<file path="config.mk">
export PLATFORM = sky130hd
export DESIGN_NAME = adc_in_pos_phs_ctrl
export DESIGN_NICKNAME = d
export VERILOG_FILES = /design/src/rtl/adc_in_pos_phs_ctrl.sv
export SDC_FILE = /design/constraint.sdc
export NUM_CORES = 1
export LEC_CHECK = 0
export ABC_AREA = 0
export BUFFER_PORTS_ARGS = -buffer_cell sky130_fd_sc_hd__buf_4
export CORE_MARGIN = 8
export CORE_UTILIZATION = 50
export CTS_BUF_LIST = sky130_fd_sc_hd__clkbuf_16
export DETAILED_ROUTE_END_ITERATION = 10
export PLACE_DENSITY = 0.86
export SYNTH_ARGS = -nofsm -noshare
export SYNTH_HDL_FRONTEND = slang
export SYNTH_SLANG_ARGS = --single-unit
export TNS_END_PERCENT = 1
</file>
<file path="constraint.sdc">
create_clock -name user_clk -period 1.85 [get_ports user_clk]
set_input_delay 0.0925 -clock user_clk [delete_from_list [all_inputs] [get_ports user_clk]]
set_output_delay 0.0925 -clock user_clk [all_outputs]
set_load 0.005 [all_outputs]
</file>
<file path="src/rtl/adc_in_pos_phs_ctrl.sv">
// rtl/adc_in_pos_phs_ctrl.sv - ADC input IODELAY tap seek and sample-phase control
//
// Purpose: walks the ADC capture IODELAY one tap at a time toward the tap
// requested in reg_data, with a settle interval after every step. The
// requested sample-phase select is applied only once the tap has arrived.
// A 32-bit status word is published for software readback.
//
// Optional feature macro: ADC_IN_POS_PHS_RST_EN
//   defined   : a rising edge on reg_data[16] requests an IODELAY reset
//               (dly_rst pulse, tap position forced to 0, then re-seek)
//   undefined : reg_data[16] ignored, dly_rst tied low
//
// Ports:
//   user_clk    in   1   sole clock
//   user_rst    in   1   synchronous active-high reset
//   reg_data    in   32  [4:0] target tap, [9:8] phase select, [16] tap-reset request
//   dly_ce      out  1   IODELAY step enable (one-cycle pulse)
//   dly_inc     out  1   step direction, 1 = increment (valid with dly_ce)
//   dly_rst     out  1   IODELAY reset pulse
//   phs_sel     out  2   applied sample-phase select
//   busy        out  1   seek in progress
//   status_out  out  32  [4:0] cur_tap, [9:8] phs_sel, [23:16] step_cnt, [31] busy

`timescale 1ns/1ps

module adc_in_pos_phs_ctrl #(
  parameter int SETTLE_CYC = 16,
  parameter int TAP_W      = 5
) (
  input  logic        user_clk,
  input  logic        user_rst,
  input  logic [31:0] reg_data,
  output logic        dly_ce,
  output logic        dly_inc,
  output logic        dly_rst,
  output logic [1:0]  phs_sel,
  output logic        busy,
  output logic [31:0] status_out
);

  localparam logic [7:0]       SETTLE_LOAD = 8'(SETTLE_CYC - 1);
  localparam logic [TAP_W-1:0] TAP_ONE     = TAP_W'(1);

  typedef enum logic [2:0] {
    S_IDLE   = 3'd0,
    S_CHECK  = 3'd1,
    S_STEP   = 3'd2,
`ifdef ADC_IN_POS_PHS_RST_EN
    S_RSTD   = 3'd4,
`endif
    S_SETTLE = 3'd3
  } state_t;

  state_t           state_q, state_d;
  logic [TAP_W-1:0] cur_tap_q, cur_tap_d;
  logic [7:0]       step_cnt_q, step_cnt_d;
  logic [7:0]       settle_q, settle_d;
  logic             dly_ce_q, dly_ce_d;
  logic             dly_inc_q, dly_inc_d;
  logic [1:0]       phs_q, phs_d;
  logic             busy_q, busy_d;
  logic [31:0]      status_q, status_d;

  logic [TAP_W-1:0] tgt_tap;
  logic [1:0]       tgt_phs;
  logic             tap_diff;
  logic             phs_diff;

  assign tgt_tap  = reg_data[TAP_W-1:0];
  assign tgt_phs  = reg_data[9:8];
  assign tap_diff = (tgt_tap != cur_tap_q);
  assign phs_diff = (tgt_phs != phs_q);

  logic unused_reg_bits;
  assign unused_reg_bits = ^{reg_data[31:10], reg_data[7:TAP_W]};

`ifdef ADC_IN_POS_PHS_RST_EN
  // Tap-reset request: rising edge of bit 16 latches a pending flag that is
  // held until the FSM reaches IDLE or CHECK and enters RSTD.
  logic rst_bit_q, rst_bit_d;
  logic pend_q, pend_d;
  logic dly_rst_q, dly_rst_d;

  always_comb begin
    rst_bit_d = reg_data[16];
    pend_d    = (pend_q && (state_q != S_RSTD)) || (reg_data[16] && !rst_bit_q);
    dly_rst_d = (state_d == S_RSTD);
  end

  always_ff @(posedge user_clk) begin
    if (user_rst) begin
      rst_bit_q <= 1'b0;
      pend_q    <= 1'b0;
      dly_rst_q <= 1'b0;
    end else begin
      rst_bit_q <= rst_bit_d;
      pend_q    <= pend_d;
      dly_rst_q <= dly_rst_d;
    end
  end

  assign dly_rst = dly_rst_q;
`else
  assign dly_rst = 1'b0;
`endif

  // State register
  always_ff @(posedge user_clk) begin
    if (user_rst) begin
      state_q <= S_IDLE;
    end else begin
      state_q <= state_d;
    end
  end

  // Next-state logic; a pending tap reset overrides any other transition
  always_comb begin
    state_d = state_q;
    case (state_q)
      S_IDLE: begin
        if (tap_diff || phs_diff) state_d = S_CHECK;
`ifdef ADC_IN_POS_PHS_RST_EN
        if (pend_q) state_d = S_RSTD;
`endif
      end
      S_CHECK: begin
        if (tap_diff) state_d = S_STEP;
        else          state_d = S_IDLE;
`ifdef ADC_IN_POS_PHS_RST_EN
        if (pend_q) state_d = S_RSTD;
`endif
      end
      S_STEP: state_d = S_SETTLE;
      S_SETTLE: begin
        if (settle_q == 8'd0) state_d = S_CHECK;
      end
`ifdef ADC_IN_POS_PHS_RST_EN
      S_RSTD: state_d = S_SETTLE;
`endif
      default: state_d = S_IDLE;
    endcase
  end

  // Output and datapath next values. Pulses are derived from state_d so the
  // registered outputs line up with the state they belong to.
  always_comb begin
    cur_tap_d  = cur_tap_q;
    step_cnt_d = step_cnt_q;
    settle_d   = settle_q;
    dly_inc_d  = dly_inc_q;
    phs_d      = phs_q;
    dly_ce_d   = (state_d == S_STEP);
    busy_d     = (state_d != S_IDLE);

    case (state_q)
      S_CHECK: begin
        // Direction is fixed when the target is sampled; the STEP that
        // follows moves cur_tap by one toward it, so it never wraps.
        if (state_d == S_STEP) dly_inc_d = (tgt_tap > cur_tap_q);
        if (state_d == S_IDLE) phs_d = tgt_phs;
      end
      S_STEP: begin
        cur_tap_d  = dly_inc_q ? (cur_tap_q + TAP_ONE) : (cur_tap_q - TAP_ONE);
        step_cnt_d = step_cnt_q + 8'd1;
        settle_d   = SETTLE_LOAD;
      end
      S_SETTLE: begin
        if (settle_q != 8'd0) settle_d = settle_q - 8'd1;
      end
`ifdef ADC_IN_POS_PHS_RST_EN
      S_RSTD: begin
        cur_tap_d = '0;
        settle_d  = SETTLE_LOAD;
      end
`endif
      default: ;
    endcase

    // Status is built from the registered state, hence one cycle behind it
    status_d = {busy_q, 7'd0, step_cnt_q, 6'd0, phs_q, 3'd0, 5'(cur_tap_q)};
  end

  always_ff @(posedge user_clk) begin
    if (user_rst) begin
      cur_tap_q  <= '0;
      step_cnt_q <= '0;
      settle_q   <= '0;
      dly_ce_q   <= 1'b0;
      dly_inc_q  <= 1'b0;
      phs_q      <= '0;
      busy_q     <= 1'b0;
      status_q   <= '0;
    end else begin
      cur_tap_q  <= cur_tap_d;
      step_cnt_q <= step_cnt_d;
      settle_q   <= settle_d;
      dly_ce_q   <= dly_ce_d;
      dly_inc_q  <= dly_inc_d;
      phs_q      <= phs_d;
      busy_q     <= busy_d;
      status_q   <= status_d;
    end
  end

  assign dly_ce     = dly_ce_q;
  assign dly_inc    = dly_inc_q;
  assign phs_sel    = phs_q;
  assign busy       = busy_q;
  assign status_out = status_q;

endmodule

</file>
**Word level (Yosys, flattened, before mapping)**

Cells that the tools add are included.

- Flip-flop bits (word level): 61
- Latch bits: 0
- Memory bits (writable): 0
- Memory bits (read-only): 0
- Memories: 0

- $add $sub $neg: 4
- Multipliers: 0
- Divide/modulo/power cells: 0
- Order comparisons: 1
- Eq/ne operators: 7
- Shift-type cells: 0
- Muxes and demuxes: 7
- Bitwise logic cells: 0
- Reductions and logical operators: 10

Operator list:

| kind | count |
|---|---|
| 8-bit case mux with 2 select lines | 1 |
| 3-bit case mux with 4 select lines | 1 |
| 3-bit by 2-bit equality test with 1-bit output, second input constant | 3 |
| 8-bit by 1-bit adder with 8-bit output, second input constant | 1 |
| 8-bit logical NOT | 1 |
| 8-bit two-way mux | 1 |
| 8-bit nonzero test | 1 |
| 8-bit by 1-bit subtractor with 8-bit output, second input constant | 1 |
| 3-bit logical NOT | 2 |
| 3-bit two-way mux | 2 |
| 2-bit AND reduction | 3 |
| 5-bit by 1-bit adder with 5-bit output, second input constant | 1 |
| 5-bit greater-than comparator | 1 |
| 5-bit two-way mux | 1 |
| 5-bit inequality test | 1 |
| 5-bit by 1-bit subtractor with 5-bit output, second input constant | 1 |
| 3-bit by 1-bit equality test with 1-bit output, second input constant | 1 |
| 3-bit nonzero test | 1 |
| 2-bit two-way mux | 1 |
| 2-bit inequality test | 1 |
| 2-bit inequality test, second input constant | 1 |
| 2-bit nonzero test | 1 |
| 1-bit logical OR | 1 |

**Longest topological paths before layout**

Gate-level depths: netlist of run 1.

- Depth after elaboration: 6
- Mapped depth: 6

**Worst setup path after synthesis of run 1**

Ideal clock, no wire load.

- Path type: reg-to-reg
- Start point: register dly_inc_q, in the netlist dly_inc
- End point: register cur_tap_q[4]
- Data arrival time: 1.566 ns
- Slack: 0.164 ns
- Stages on the path, launching flop included: 7
- Buffers on the path: 0
- Cell sequence: dfxtp_1 inv_1 fa_1 nand3_1 and3_1 o21a_1 mux2_2

- Cells in the longest elaborated chain, start to end: 1

Ends and longest elaborated chain:

| what | RTL line | RTL |
|---|---|---|
| from (decl) | 59 | `logic dly_inc_q, dly_inc_d;` |
| from (signal assigned) | 198 | `dly_inc_q <= dly_inc_d;` |
| 5-bit two-way mux | 163 | `cur_tap_d = dly_inc_q ? (cur_tap_q + TAP_ONE) : (cur_tap_q - TAP_ONE);` |
| to (signal assigned) | 194 | `cur_tap_q <= cur_tap_d;` |
| to (decl) | 55 | `logic [TAP_W-1:0] cur_tap_q, cur_tap_d;` |

No other way between the ends.
A chain may end at the register's enable or synchronous reset.

**Worst setup path after layout of run 1**

- Start point: register cur_tap_q[3]
- End point: register dly_ce_q, in the netlist dly_ce

- Cells in the longest elaborated chain, start to end: 5
- Elaborated cells on any way between the ends: 6

Ends and longest elaborated chain:

| what | RTL line | RTL |
|---|---|---|
| 5-bit inequality test * | 71 | `assign tap_diff = (tgt_tap != cur_tap_q);` |
| 1-bit logical OR | 121 | `if (tap_diff \|\| phs_diff) state_d = S_CHECK;` |
| 3-bit two-way mux | 121 |  |
| 3-bit case mux with 4 select lines * | 119 | `case (state_q)` |
| 3-bit by 2-bit equality test with 1-bit output * | 152 | `dly_ce_d = (state_d == S_STEP);` |
| to (signal assigned) | 197 | `dly_ce_q <= dly_ce_d;` |
| to (decl) | 58 | `logic dly_ce_q, dly_ce_d;` |

Every way passes the cells marked *; elsewhere a longest branch is shown, timed or not.

==> impl_metrics.env, run 1 <==
export IMPL_place_detailed_hpwl_microns=2990
export IMPL_tritoncts="built"
export IMPL_rrSetupSlack_ns=0.08
export IMPL_r2r_start="cur_tap_q[3]"
export IMPL_ant_nets=0
export IMPL_rows=23
export IMPL_async_reset_ff_frac=0
export IMPL_syn_to_final_growth_pct=18.8
export IMPL_required_ns=2.05
export IMPL_drcViolationCount=0
export IMPL_dpl_instance_area_sq_um=2300
export IMPL_finalHoldViolations=0
export IMPL_ctsHoldBuffers=0
export IMPL_dr_first_iter_drc_count=96
export IMPL_syn_inst=222
export IMPL_synthMuxAreaShare=0.0243
export IMPL_timing_final_crit_share=0.955
export IMPL_grt_max_degree=47
export IMPL_nNetsFinal=299
export IMPL_ys_ff_latch=45
export IMPL_critPathKind="reg -> reg"
export IMPL_holdWs_ns=0.0620
export IMPL_p_total_uw=2130
export IMPL_wirelength_microns=4250
export IMPL_switching_share=0.215
export IMPL_fp_dieArea_sq_um=6550
export IMPL_slew_viol_final=0
export IMPL_diodes=0
export IMPL_power_frac_seq=0.466
export IMPL_synthSimpleGateAreaFrac=0.227
export IMPL_wl_met1_microns=1770
export IMPL_internal_power_uw=1670
export IMPL_core_area_sq_um=4030
export IMPL_worstPathMaxFanout=3
export IMPL_avgSynthCellArea_sq_um=9.49
export IMPL_clock_root_buffer="clkbuf_16"
export IMPL_yosysSeqAreaShare=0.428
export IMPL_gp_congestion=0.767
export IMPL_drive_above_1_share=0.212
export IMPL_setup_viol=0
export IMPL_vias=1569
export IMPL_ir_worst_vdd_mv=0.554
export IMPL_slowest_delay_ns=0.50
export IMPL_syn_area_sq_um=2110
export IMPL_clock_latency_ns=0.29
export IMPL_grt_pass1_vias=1602
export IMPL_synth_cell_types=44
export IMPL_crit_path_end_kind="flip-flop"
export IMPL_boundaryPins=72
export IMPL_fin_util=0.621
export IMPL_start_util=0.523
export IMPL_skew_ns=0.00337
export IMPL_yosys_warnings=0
export IMPL_setup_ws_ns=0.0830
export IMPL_min_from="reg_data[9]"
export IMPL_crit_path_top_delay_cell="or4_4"
export IMPL_leakage_uw=0.00103
export IMPL_synth_top_family_by_area="simple AND/OR/NAND/NOR gates"
export IMPL_cp_start_kind="flip-flop"
export IMPL_fmax_mhz=566
export IMPL_firstDrtPassIters=4
export IMPL_clkSlewWorstSetupHoldPaths_ns=0.06
export IMPL_final_cell_mix="45 x dfxtp_1, 34 x buf_4, 20 x nor2_1"
export IMPL_synth_edf_count=0
export IMPL_clk_path_buf_depth=2
export IMPL_cts_sinks=45
export IMPL_final_area_sq_um=2500
export IMPL_worst_r2r_endpoint="dly_ce"
export IMPL_fillCellCount=355
export IMPL_wl_per_cell_microns=13.9
export IMPL_p_clk_frac=0.472
export IMPL_grt_usage=0.138
export IMPL_hp_class="in -> reg"
export IMPL_io_buffers=29
export IMPL_numCtsBuffers=5
export IMPL_synth_main_ff_cell="dfxtp_1"
export IMPL_status="finished clean"
export IMPL_dp_slack_ns=0.0284
export IMPL_p_comb_frac=0.062
export IMPL_cts_max_level=2
export IMPL_cp_arrival_ns=1.97
export IMPL_die_h_microns=80.9
export IMPL_p_switching_uw=456
export IMPL_maxCapViolations=0
export IMPL_power_density_nw_per_um2=849
export IMPL_min_path_cells=3
export IMPL_viasPerCell=5.14
export IMPL_synth_compound_area_frac=0.0980
export IMPL_crit_path_cell_trace="inv_1, ha_1, nand3_2, or4_4, a21oi_4, nor4b_4"
export IMPL_slew_headroom=0.592
export IMPL_antenna_found_initial=0
export IMPL_min_delay_worst_endpoint="phs_sel[1]"
export IMPL_layout_commonest_cell="dfxtp_1"
export IMPL_rr_worst_depth=6
export IMPL_die_x_microns=80.9
export IMPL_top_layer_used="met4"
export IMPL_route_met2_wl_microns=2180
export IMPL_synth_fa_ha_area_frac=0.0689
export IMPL_period_needed_ns=1.77
export IMPL_wl_met3_microns=218
export IMPL_grt_pass1_wl_microns=7180
export IMPL_grt_overflow=0
export IMPL_final_seq_area_sq_um=901
export IMPL_multi_input_comb_area_sq_um=1080
export IMPL_worst_pin_slew_ns=0.607
export IMPL_synth_xor_area_frac=0.0499
## flip-flops by register name (all words and copies together), names as in the netlist, 2 cells and up
register and cells:
step_cnt_q 8, state_q 3, cur_tap_q 5, phs_sel 2, status_out 16, settle_q 8
## area by class of cell
| class | count | area share |
|---|---|---|
| Clock inverter | 3 | 0.0170 |
| Timing Repair Buffer | 34 | 0.102 |
| Clock buffer | 5 | 0.0500 |
| Sequential cell | 45 | 0.360 |
| Multi-Input combinational cell | 159 | 0.433 |
| Tap cell | 50 | 0.0250 |
| Inverter | 9 | 0.0135 |
## cell usage after synthesis (3+ instances only)
cell	number	area share
inv_1	9	0.016
a211oi_1	3	0.011
xor2_1	6	0.025
xnor2_1	6	0.025
dfxtp_1	45	0.43
ha_1	10	0.059
and3_1	3	0.0089
clkbuf_1	4	0.0071
or3_1	6	0.018
buf_4	18	0.064
a31oi_1	3	0.0089
a21oi_1	10	0.024
nand2_1	11	0.020
nor3_1	6	0.014
o21ai_0	3	0.0071
nor2_1	20	0.036
a311oi_1	3	0.012
mux2i_1	4	0.019
nand4_1	3	0.0089
nor2b_1	13	0.039
nand3_1	5	0.012
## routing by layer
layer	track usage	vias up
li1	-	788
met5	0	-
met3	0.0397	9
met2	0.239	40
met1	0.155	732
met4	0.0554	0
## what timing repair did
item                                    in CTS  in global routing
pin swaps                                    0                  1
setup buffers                                0                  1
endpoints found under the setup margin       1                  3
gates resized for setup                      2                  4
## worst max path at each step
stage            startpoint            to  slack (ns)  cells after the start
2_1_floorplan       dly_inc  cur_tap_q[4]        0.16                      6
3_3_place_gp   cur_tap_q[3]        dly_ce        0.02                      6
3_5_place_dp   cur_tap_q[3]        dly_ce        0.03                      6
4_1_cts        cur_tap_q[3]        dly_ce        0.02                      6
5_1_grt        cur_tap_q[3]          busy      -0.007                      6
6_report       cur_tap_q[3]        dly_ce        0.08                      6
## power by group through the flow
stage               Combinational, uW  Sequential, uW  Clock, uW
floorplan                         115            1010          0
global placement                  117            1010          0
detailed placement                121            1010          0
CTS                               124             991       1020
global route                      148             993       1060
finish                            132             992       1000
## cells by family after synthesis
group	count (synthesis)
and+or+nand+nor	83
DFF	45
buffers and inverters	35
AOI/OAI and AO/OA	30
xor gates and xnor gates	12
adders and majority gates	11
muxes	5
other	1
## stage by stage
step | cells | setup TNS [ns]
global placement | 296 | 0
global route | 305 | -0.00707
floorplan | 239 | 0
detailed placement | 296 | 0
finish | 305 | 0
CTS | 304 | 0
## worst max-delay path: cells and delay by family (launching register included)
family | cells | cell delay [ns]
AND/OR/NAND/NOR | 3 | 0.80
flip-flops | 1 | 0.33
adder cells (fa/ha/maj) | 1 | 0.33
AO/OA/AOI/OAI | 1 | 0.16
buffers and inverters | 1 | 0.06
Power figures use the tool's default switching activity.
==> run 2: changes to the inputs <==
--- a/config.mk
+++ b/config.mk
@@ -9,7 +9,6 @@
 export BUFFER_PORTS_ARGS = -buffer_cell sky130_fd_sc_hd__buf_4
 export CORE_MARGIN = 8
 export CORE_UTILIZATION = 50
-export CTS_BUF_LIST = sky130_fd_sc_hd__clkbuf_16
 export DETAILED_ROUTE_END_ITERATION = 10
 export PLACE_DENSITY = 0.86
 export SYNTH_ARGS = -nofsm -noshare
==> impl_metrics.env, run 2 (synthesis gave the netlist of run 1 again) <==
export IMPL_status="finished clean"
export IMPL_grt_overflow=0
export IMPL_layout_commonest_cell="dfxtp_1"
export IMPL_core_area_sq_um=4030
export IMPL_hp_class="in -> reg"
export IMPL_clock_latency_ns=0.30
export IMPL_slowest_delay_ns=0.50
export IMPL_crit_path_cell_trace="inv_1, ha_1, nand3_2, or4_4, a21oi_4, nor4b_4"
export IMPL_numCtsBuffers=5
export IMPL_maxCapViolations=0
export IMPL_die_h_microns=80.9
export IMPL_viasPerCell=5.12
export IMPL_drive_above_1_share=0.212
export IMPL_largest_reg_flops=16
export IMPL_boundaryPins=72
export IMPL_leakage_uw=0.00100
export IMPL_skew_ns=0.00348
export IMPL_finalHoldViolations=0
export IMPL_start_util=0.523
export IMPL_firstDrtPassIters=4
export IMPL_required_ns=2.07
export IMPL_tritoncts="built"
export IMPL_power_density_nw_per_um2=763
export IMPL_cp_start_kind="flip-flop"
export IMPL_wl_per_cell_microns=13.5
export IMPL_clk_path_buf_depth=2
export IMPL_io_buffers=29
export IMPL_diodes=0
export IMPL_final_cells=305
export IMPL_cp_arrival_ns=1.98
export IMPL_drcViolationCount=0
export IMPL_grt_usage=0.133
export IMPL_wirelength_microns=4110
export IMPL_ir_worst_vdd_mv=0.446
export IMPL_dr_first_iter_drc_count=94
export IMPL_dp_cells=296
export IMPL_worst_pin_slew_ns=0.633
export IMPL_grt_pass1_wl_microns=6910
export IMPL_slew_viol_final=0
export IMPL_critPathTopFamily="simple AND/OR/NAND/NOR gates"
export IMPL_die_x_microns=80.9
export IMPL_timing_final_crit_share=0.951
export IMPL_clkSlewWorstSetupHoldPaths_ns=0.08
export IMPL_cts_max_level=2
export IMPL_critPathKind="reg -> reg"
export IMPL_clock_root_buffer="clkbuf_8"
export IMPL_ctsHoldBuffers=0
export IMPL_crit_path_top_delay_cell="or4_4"
export IMPL_slew_headroom=0.574
export IMPL_antenna_found_initial=0
export IMPL_crit_path_end_kind="flip-flop"
export IMPL_grt_pass1_vias=1611
export IMPL_worst_path_buf_inv=1
export IMPL_place_detailed_hpwl_microns=2990
export IMPL_fin_util=0.607
export IMPL_worstPathMaxFanout=3
export IMPL_fmax_mhz=568
export IMPL_setup_viol=0
export IMPL_grt_max_degree=47
export IMPL_syn_to_final_growth_pct=16.2
export IMPL_p_total_uw=1870
export IMPL_rows=23
export IMPL_gp_congestion=0.767
export IMPL_fp_dieArea_sq_um=6550
export IMPL_ant_nets=0
export IMPL_final_cell_mix="45 x dfxtp_1, 34 x buf_4, 20 x nor2_1"
export IMPL_nNetsFinal=299
export IMPL_cts_sinks=45
export IMPL_rsz0062_at_grt="true"
export IMPL_vias=1562
export IMPL_period_needed_ns=1.76
[run 2: stage by stage]
step / TNS (ns) / hold slack (ns) / setup WS [ns] / cell area (sq um)
floorplan: 0 / 0.240 / 0.164 / 2170
global placement: 0 / 0.349 / 0.0198 / 2300
detailed placement: 0 / 0.360 / 0.0284 / 2300
CTS: 0 / 0.0361 / 0.00740 / 2420
global route: -0.0234 / 0.0560 / -0.0169 / 2450
finish: 0 / 0.0526 / 0.0906 / 2450
[run 2: worst min-delay path: cells and delay by family]
kind / cells / cell delay [ns]
mux: 1 / 0.06
simple gates: 1 / 0.07
buf+inv: 1 / 0.09
[run 2: path summary, 6_finish.rpt]
| path | from | end | slack, ns | cells after the start |
|---|---|---|---|---|
| min | reg_data[9] | phs_sel[1] | 0.05 | 3 |
| max reg2reg | cur_tap_q[3] | dly_ce | 0.09 | 6 |
| min reg2reg | busy | status_out[31] | 0.47 | 1 |
| max | cur_tap_q[3] | dly_ce | 0.09 | 6 |
[run 2: cell type report]
type,count,area (sq um)
fill,359,1580
multi-input combinational,159,1080
sequential,45,901
timing repair buffer,34,255
clock buffer,6,72.6
tap,50,62.6
clock inverter,2,38.8
inverter,9,33.8
[run 2: power breakdown]
part / switching (uW) / internal, uW
Clock: 340 / 405
Sequential: 11.2 / 979
Combinational: 74.9 / 56.1
Total: 426 / 1440
[run 2: layer usage]
layer / track usage / part of all wire
met5: 0 / 0
met4: 0.0482 / 0.015
met1: 0.142 / 0.41
met3: 0.0419 / 0.052
met2: 0.240 / 0.52
[run 2: what timing repair did]
item,CTS,global route
setup buffers,0,1
pin swaps,0,1
resized for setup,2,4
setup endpoints to repair,1,3
cloned,0,0
